$ cat config.mk
export PLATFORM = sky130hd
export DESIGN_NAME = io_hub
export DESIGN_NICKNAME = d
export VERILOG_FILES = /design/src/rtl/io_hub.sv
export SDC_FILE = /design/constraint.sdc
export NUM_CORES = 1
export LEC_CHECK = 0
export BUFFER_PORTS_ARGS = -buffer_cell sky130_fd_sc_hd__buf_2
export CAP_MARGIN = 20
export CORE_MARGIN = 4
export CORE_UTILIZATION = 27
export DETAILED_ROUTE_END_ITERATION = 10
export SYNTH_ARGS = -nofsm -noshare
export SYNTH_HDL_FRONTEND = slang
export SYNTH_SLANG_ARGS = --single-unit
$ cat constraint.sdc
create_clock -name clock -period 4.35 [get_ports clock]
set_input_delay 0.435 -clock clock [delete_from_list [all_inputs] [get_ports clock]]
set_output_delay 0.435 -clock clock [all_outputs]
set_load 0.03 [all_outputs]
$ cat src/rtl/io_hub.sv
// io_hub: memory-mapped IO block for the single-cycle CPU.
//   Drives LEDs from software-written registers and synchronises the switch
//   inputs. Each push-button is debounced, and a sticky flag records the
//   key's rising edge. The flags clear when software reads them.
// Ports:
//   clock, reset           system clock; asynchronous active-high reset
//   io_sel/io_read/io_write block select and strobes from MemOrIO
//   addr[3:0]              halfword offset (bit0 ignored)
//   wdata[15:0]            write data
//   rdata[15:0]            combinational read data, 0 when not read-selected
//   switches[SW_WIDTH]     raw switch pins
//   keys[NUM_KEYS]         raw active-high buttons
//   leds[LED_WIDTH]        registered LED drive
// Register map (halfword offsets):
//   0x0 LED lo, 0x2 LED hi, 0x4 SW lo, 0x6 SW hi,
//   0x8 key level, 0xA key flags (clear-on-read)

// One key channel: 2-flop synchroniser followed by the debounce FSM.
// rise is the decode of "level goes 0->1 on this edge". It lets the parent
// set the sticky flag on the same edge that level changes.
module io_hub_key #(
    parameter int DEBOUNCE_CYCLES = 20000,
    parameter int CNT_W           = $clog2(DEBOUNCE_CYCLES)
) (
    input  logic clock,
    input  logic reset,
    input  logic pin,
    output logic level,
    output logic rise
);
    typedef enum logic {STABLE = 1'b0, COUNTING = 1'b1} state_t;

    localparam logic [CNT_W-1:0] LAST = CNT_W'(DEBOUNCE_CYCLES - 1);

    state_t           state;
    logic [CNT_W-1:0] cnt;
    logic             s1, s2;

    assign rise = (state == COUNTING) && s2 && !level && (cnt == LAST);

    always_ff @(posedge clock or posedge reset) begin
        if (reset) begin
            state <= STABLE;
            cnt   <= '0;
            s1    <= 1'b0;
            s2    <= 1'b0;
            level <= 1'b0;
        end else begin
            s1 <= pin;
            s2 <= s1;
            case (state)
                STABLE: begin
                    if (s2 != level) begin
                        state <= COUNTING;
                        cnt   <= CNT_W'(1);
                    end
                end
                COUNTING: begin
                    if (s2 == level) begin
                        // Input went back before the window elapsed: a glitch.
                        state <= STABLE;
                        cnt   <= '0;
                    end else if (cnt == LAST) begin
                        level <= s2;
                        state <= STABLE;
                        cnt   <= '0;
                    end else begin
                        cnt <= cnt + CNT_W'(1);
                    end
                end
                default: begin
                    state <= STABLE;
                    cnt   <= '0;
                end
            endcase
        end
    end
endmodule

module io_hub #(
    parameter int NUM_KEYS        = 2,
    parameter int SW_WIDTH        = 24,
    parameter int LED_WIDTH       = 24,
    parameter int DEBOUNCE_CYCLES = 20000,
    parameter int CNT_W           = $clog2(DEBOUNCE_CYCLES)
) (
    input  logic                 clock,
    input  logic                 reset,
    input  logic                 io_sel,
    input  logic                 io_read,
    input  logic                 io_write,
    input  logic [3:0]           addr,
    input  logic [15:0]          wdata,
    output logic [15:0]          rdata,
    input  logic [SW_WIDTH-1:0]  switches,
    input  logic [NUM_KEYS-1:0]  keys,
    output logic [LED_WIDTH-1:0] leds
);
    logic                rd_en, wr_en, rd_flags;
    logic [2:0]          reg_idx;
    logic [SW_WIDTH-1:0] sw_s1, sw_s2;
    logic [NUM_KEYS-1:0] level, rise, flags;
    logic [31:0]         led_pad, sw_pad, led_nxt;
    logic [15:0]         level_pad, flag_pad;
    logic                unused_bits;

    assign reg_idx  = addr[3:1];
    // rdata must read 0 while reset is held, so reset also gates the read.
    assign rd_en    = io_sel & io_read & ~reset;
    assign wr_en    = io_sel & io_write;
    assign rd_flags = rd_en && (reg_idx == 3'd5);

    assign unused_bits = ^{addr[0], led_nxt};

    // Zero-extend every field to its full register width so the
    // unused high bits read as 0 for any parameter choice.
    always_comb begin
        led_pad   = '0;
        sw_pad    = '0;
        level_pad = '0;
        flag_pad  = '0;
        led_pad[LED_WIDTH-1:0] = leds;
        sw_pad[SW_WIDTH-1:0]   = sw_s2;
        level_pad[NUM_KEYS-1:0] = level;
        flag_pad[NUM_KEYS-1:0]  = flags;
    end

    // A write to the upper LED half is truncated away when LED_WIDTH <= 16.
    always_comb begin
        led_nxt = led_pad;
        if (wr_en && reg_idx == 3'd0) led_nxt[15:0]  = wdata;
        if (wr_en && reg_idx == 3'd1) led_nxt[31:16] = wdata;
    end

    always_comb begin
        rdata = '0;
        if (rd_en) begin
            case (reg_idx)
                3'd0:    rdata = led_pad[15:0];
                3'd1:    rdata = led_pad[31:16];
                3'd2:    rdata = sw_pad[15:0];
                3'd3:    rdata = sw_pad[31:16];
                3'd4:    rdata = level_pad;
                3'd5:    rdata = flag_pad;
                default: rdata = '0;
            endcase
        end
    end

    always_ff @(posedge clock or posedge reset) begin
        if (reset) begin
            leds  <= '0;
            sw_s1 <= '0;
            sw_s2 <= '0;
            flags <= '0;
        end else begin
            leds  <= led_nxt[LED_WIDTH-1:0];
            sw_s1 <= switches;
            sw_s2 <= sw_s1;
            // Every flag is returned by the read and so is cleared.
            // A rise on the same edge still sets its flag.
            flags <= (rd_flags ? '0 : flags) | rise;
        end
    end

    for (genvar k = 0; k < NUM_KEYS; k++) begin : g_key
        io_hub_key #(
            .DEBOUNCE_CYCLES(DEBOUNCE_CYCLES),
            .CNT_W          (CNT_W)
        ) u_key (
            .clock(clock),
            .reset(reset),
            .pin  (keys[k]),
            .level(level[k]),
            .rise (rise[k])
        );
    end
endmodule

==> flow_summary.json, run 1 <==
{
  "first_pass_iters": 4,
  "critPathLaunchType": "flip-flop",
  "fin_worst_skew_ps": 5.80,
  "synth_top_area_share_pct": 59.6,
  "postCtsSetupBuffers": 0,
  "fin_ws_ps": 1830,
  "vias": 3264,
  "relSlewSlack_pct": 38.3,
  "num_antenna_cells": 0,
  "synthesis.nets": 415,
  "htree_levels": 3,
  "fp.dieH_um": 140,
  "layout-drive-gt1-share_pct": 32.1,
  "yosys.area_share.simple_pct": 15.4,
  "synth_xor_area_share_pct": 2.61,
  "synth_common_cells": "dfrtp_1, mux2_2, nand2_1",
  "cts_tree": "done",
  "intPower_mw": 1.68,
  "synth.most_common_cell": "dfrtp_1",
  "combPwrFrac_pct": 16.1,
  "ant_nets": 0,
  "synth_mux_area_share_pct": 11.7,
  "grt_max_degree": 87,
  "setup_viol": 0,
  "die_area_mm2": 0.0196,
  "place_ws_ps": 1850,
  "ys_seq_area_share_pct": 59.6,
  "drc": 0,
  "numCtsBuffers": 9,
  "synth_top_family_by_area": "simple AND/OR/NAND/NOR gates",
  "path_clk_slew_ps": 70,
  "p_total_mw": 2.34,
  "synthFlopType": "dfrtp_1",
  "crit_arrival_ps": 2760,
  "portBuffers": 89,
  "critPathCaptureType": "flip-flop",
  "ys_ff_latch": 112,
  "gp_congestion": 0.798,
  "switching_share_pct": 28.3,
  "antenna_found_initial": 0,
  "root_buffer": "clkbuf_16",
  "grt_pass1_wl_um": 16800,
  "core_mm2": 0.0168,
  "clock_latency_ps": 340,
  "crit_fanout": 18,
  "wl_um": 10300,
  "sequentialPowerShare_pct": 51.8,
  "routedWlPerCell_um": 15.1,
  "fin_setup_tns_ps": 0,
  "period_share_pct": 58.0,
  "cts_resized": 0,
  "pin_count": 91,
  "pwr_density_cell_mw_per_mm2": 412,
  "rows": 47,
  "clk_path_buf_depth": 2,
  "synth_cell_type_count": 49,
  "syn_to_final_growth_pct": 20.8,
  "utilization_pct": 33.8,
  "pwr-share-clk_pct": 32.2,
  "drt_iter0_markers": 145,
  "synth_compound_area_share_pct": 8.44,
  "start_util_pct": 28.0,
  "cap_violations": 0,
  "yosysWarnings": 0,
  "synth_edf_count": 0,
  "hold_viol": 0,
  "outcome": "finished clean",
  "synth_area_leaders": "dfrtp_1, mux2_2, mux4_2",
  "ir_worst_vdd_v": 0.000183,
  "worst_pin_slew_ps": 918,
  "cts_hold_buf": 0,
  "synthArstFlopShare_pct": 100,
  "yosys.area.top_type": "dfrtp_1",
  "hold_class": "input port to async pin",
  "grt_usage_pct": 10.5,
  "min_period_ps": 2520,
  "syn-cell-area_mm2": 0.00470,
  "required_ps": 4580,
  "syn-instance-count": 362,
  "dp.final_hpwl_um": 7320,
  "crit_type": "flip-flop to flip-flop",
  "synth_adder_area_share_pct": 0.532,
  "syn-mean-instance-area_um2": 13.0,
  "vias_per_cell": 4.81,
  "numClockSinks": 112,
  "fmax_mhz": 396,
  "power.switching_uw": 663,
  "place_inst": 661,
  "layout.cells.non_filler": 678,
  "grt_pass1_vias": 3338,
  "rsz0062_at_grt": "no",
  "leakage_nw": 2.51,
  "die_x_um": 140,
  "overflow": 0,
  "fin_nets": 506,
  "finalMaxSlewViolations": 0
}
## cells in the final DEF, fill, tap and decap left out, types with 9 or more instances in the layout
cell and instances:
dfrtp_1 112, nor4_1 13, nand3_1 10, a22o_1 12
nand2_1 21, nor2_1 18, clkbuf_16 9, buf_2 89
nor2b_1 11, nand4_1 11, mux2_2 26, mux2i_1 9
## worst max-delay path, cell delays in order, from the launching register on
cell,delay (ps)
dfrtp_1,460
or4_1,590
nor4_4,780
nor2_2,230
a221o_1,350
## kinds of logic (layout without fill, tap and decap cells)
| group | Yosys count | after routing |
|---|---|---|
| flops | 112 | 112 |
| simple gates | 123 | 123 |
| xor+xnor | 14 | 14 |
| buf+inv | 17 | 113 |
| fa+ha+maj | 2 | 2 |
| mux | 43 | 43 |
| compound gates | 51 | 51 |
## per-stage QoR
stage / hold slack [ps] / area (µm²)
after detailed placement: 335 / 5380
after global placement: 333 / 5380
after floorplan: 331 / 4700
final: 123 / 5680
after CTS: 177 / 5650
after global routing: 160 / 5680
## worst paths after layout
path | to | cells after the start | from | slack (ps)
setup / recovery | g_key[1].u_key.cnt[6]$_DFFE_PP0P_ | 4 | g_key[1].u_key.cnt[5]$_DFFE_PP0P_ | 1830
max in group asynchronous | sw_s2[21]$_DFF_PP0_ | 4 | reset | 3240
hold reg to reg | sw_s2[16]$_DFF_PP0_ | 0 | sw_s1[16]$_DFF_PP0_ | 350
min in group clock | sw_s1[14]$_DFF_PP0_ | 1 | switches[14] | 190
hold / removal | sw_s1[8]$_DFF_PP0_ | 2 | reset | 120
setup reg to reg | g_key[1].u_key.cnt[6]$_DFFE_PP0P_ | 4 | g_key[1].u_key.cnt[5]$_DFFE_PP0P_ | 1830
## state kept, by name (all words and copies together) (netlist names)
name	count
g_key.u_key.s2	2
flags	2
g_key.u_key.s1	2
g_key.u_key.cnt	30
g_key.u_key.level	2
g_key.u_key.state	2
sw_s1	24
sw_s2	24
leds	24
## power groups by stage
stage	Clock (mW)	Sequential (mW)	Combinational, mW
6_report	0.753	1.21	0.377
5_1_grt	0.828	1.23	0.405
2_1_floorplan	0	1.32	0.157
3_3_place_gp	0	1.22	0.370
3_5_place_dp	0	1.23	0.378
4_1_cts	0.784	1.21	0.379
## layer usage
metal | up-vias | wire [µm] | GRT usage, %
li1 | 1534 | - | -
met1 | 1632 | 4710 | 13.8
met3 | 15 | 557 | 2.97
met5 | - | 0 | 0
met4 | 0 | 188 | 3.88
met2 | 83 | 4810 | 16.8
## final cells by class
class	instances	area (µm²)
clock buffers	10	229
clock inverters	6	42.5
fillers	1691	11100
inverters	5	21.3
multi-input cells	233	1820
flip-flops and latches	112	2800
well taps	220	275
repair buffers	92	488
Power figures use the tool's default switching activity.
==> inputs of run 2 (changes only) <==
==> constraint.sdc (replaced) <==
create_clock -name clock -period 2.5 [get_ports clock]
set_input_delay 0.25 -clock clock [delete_from_list [all_inputs] [get_ports clock]]
set_output_delay 0.25 -clock clock [all_outputs]
set_load 0.03 [all_outputs]
==> flow_summary.json, run 2 (same netlist as run 1, synthesis figures left out) <==
{
  "critPathLaunchType": "flip-flop",
  "die_area_mm2": 0.0196,
  "syn_to_final_growth_pct": 25.2,
  "vias": 3280,
  "min_period_ps": 2180,
  "numClockSinks": 112,
  "htree_levels": 3,
  "top_register": "g_key.u_key.cnt",
  "r2r_slack_ps": 320,
  "fmax_mhz": 460,
  "crit_fanout": 13,
  "rsz0062_at_grt": "no",
  "finalMaxSlewViolations": 0,
  "crit_arrival_ps": 2410,
  "portBuffers": 89,
  "fin_worst_skew_ps": 6.25,
  "ir_worst_vdd_v": 0.000296,
  "critPathCaptureType": "flip-flop",
  "cp_slowest_cell": "or4_1",
  "dp.final_hpwl_um": 7450,
  "setup_viol": 0,
  "fin_setup_tns_ps": 0,
  "required_ps": 2730,
  "worst_pin_slew_ps": 811,
  "cts_hold_buf": 13,
  "outcome": "finished clean",
  "postCtsSetupBuffers": 0,
  "core_mm2": 0.0168,
  "fp.dieH_um": 140,
  "first_pass_iters": 4,
  "crit_type": "flip-flop to flip-flop",
  "layout_common_cells": "dfrtp_1, buf_2, mux2_2",
  "gp_congestion": 0.820,
  "rows": 47,
  "antenna_found_initial": 0,
  "clk_path_buf_depth": 2,
  "path_cells": "or4_1 > nor4_4 > buf_4 > o31ai_1 > a22o_1",
  "start_util_pct": 28.0,
  "pin_count": 91,
  "path_clk_slew_ps": 70,
  "cap_violations": 0,
  "hold_class": "input port to flip-flop",
  "pwr_density_cell_mw_per_mm2": 726,
  "hold_viol": 0,
  "fin_nets": 523,
  "cts_resized": 0,
  "leakage_nw": 2.61,
  "vias_per_cell": 4.73,
  "wl_um": 10200,
  "die_x_um": 140,
  "root_buffer": "clkbuf_16",
  "critPathMaxStageDelay_ps": 600,
  "utilization_pct": 35.0,
  "numCtsBuffers": 9,
  "overflow": 0,
  "drc": 0,
  "routedWlPerCell_um": 14.7,
  "grt_usage_pct": 10.9,
  "relSlewSlack_pct": 45.8,
  "clock_latency_ps": 340,
  "drt_iter0_markers": 151,
  "largest_reg_flops": 30,
  "cts_tree": "done",
  "grt_pass1_vias": 3328,
  "grt_pass1_wl_um": 17400,
  "ant_nets": 0,
  "num_antenna_cells": 0,
  "grt_max_degree": 48,
  "layout_commonest_cell": "dfrtp_1",
  "layout-drive-gt1-share_pct": 31.9,
  "period_share_pct": 87.0
}
-- run 2: worst paths after layout --
check	start	to	depth (start not counted)
min reg2reg	sw_s1[4]$_DFF_PP0_	sw_s2[4]$_DFF_PP0_	0
max reg2reg	g_key[1].u_key.cnt[5]$_DFFE_PP0P_	g_key[1].u_key.cnt[14]$_DFFE_PP0P_	5
min	switches[17]	sw_s1[17]$_DFF_PP0_	1
max in group asynchronous	reset	sw_s2[22]$_DFF_PP0_	3
min in group asynchronous	reset	leds[9]$_DFFE_PP0P_	2
max	g_key[1].u_key.cnt[5]$_DFFE_PP0P_	g_key[1].u_key.cnt[14]$_DFFE_PP0P_	5
-- run 2: power breakdown --
group	switching (mW)	leakage [nW]	internal (mW)
Clock	0.656	0.156	0.843
Combinational	0.394	1.07	0.274
Sequential	0.126	1.39	1.98
Total	1.18	2.61	3.10
-- run 2: per-stage QoR --
step | worst slack, ps | cells | hold slack (ps) | power (mW) | instance area [µm²]
final | 325 | 694 | 10.5 | 4.27 | 5890
after CTS | 319 | 694 | 0.266 | 4.34 | 5890
after detailed placement | 329 | 666 | 335 | 2.80 | 5440
after global placement | 386 | 666 | 333 | 2.78 | 5440
after global routing | 175 | 694 | 0.306 | 4.47 | 5890
after floorplan | 528 | 362 | 281 | 2.57 | 4710
-- run 2: worst max-delay path, delay by kind of cell (launching register included) --
kind	cells	cell delay (ps)
AND/OR/NAND/NOR	2	1000
buffers and inverters	1	270
flip-flops	1	450
AO/OA/AOI/OAI	2	360
-- run 2: area by class of cell --
cell class / count / area, µm²
well taps: 220 / 275
clock inverters: 4 / 61.3
clock buffers: 11 / 253
repair buffers: 109 / 653
inverters: 5 / 22.5
fillers: 1680 / 10900
flip-flops and latches: 112 / 2800
multi-input cells: 233 / 1820
-- run 2: per-layer routing --
layer	part of all wire, %	GRT usage [%]	vias to the layer above
li1	-	-	1568
met5	0	0	-
met4	1.3	2.86	0
met3	5.3	3.27	10
met2	47	17.0	77
met1	46	14.9	1625
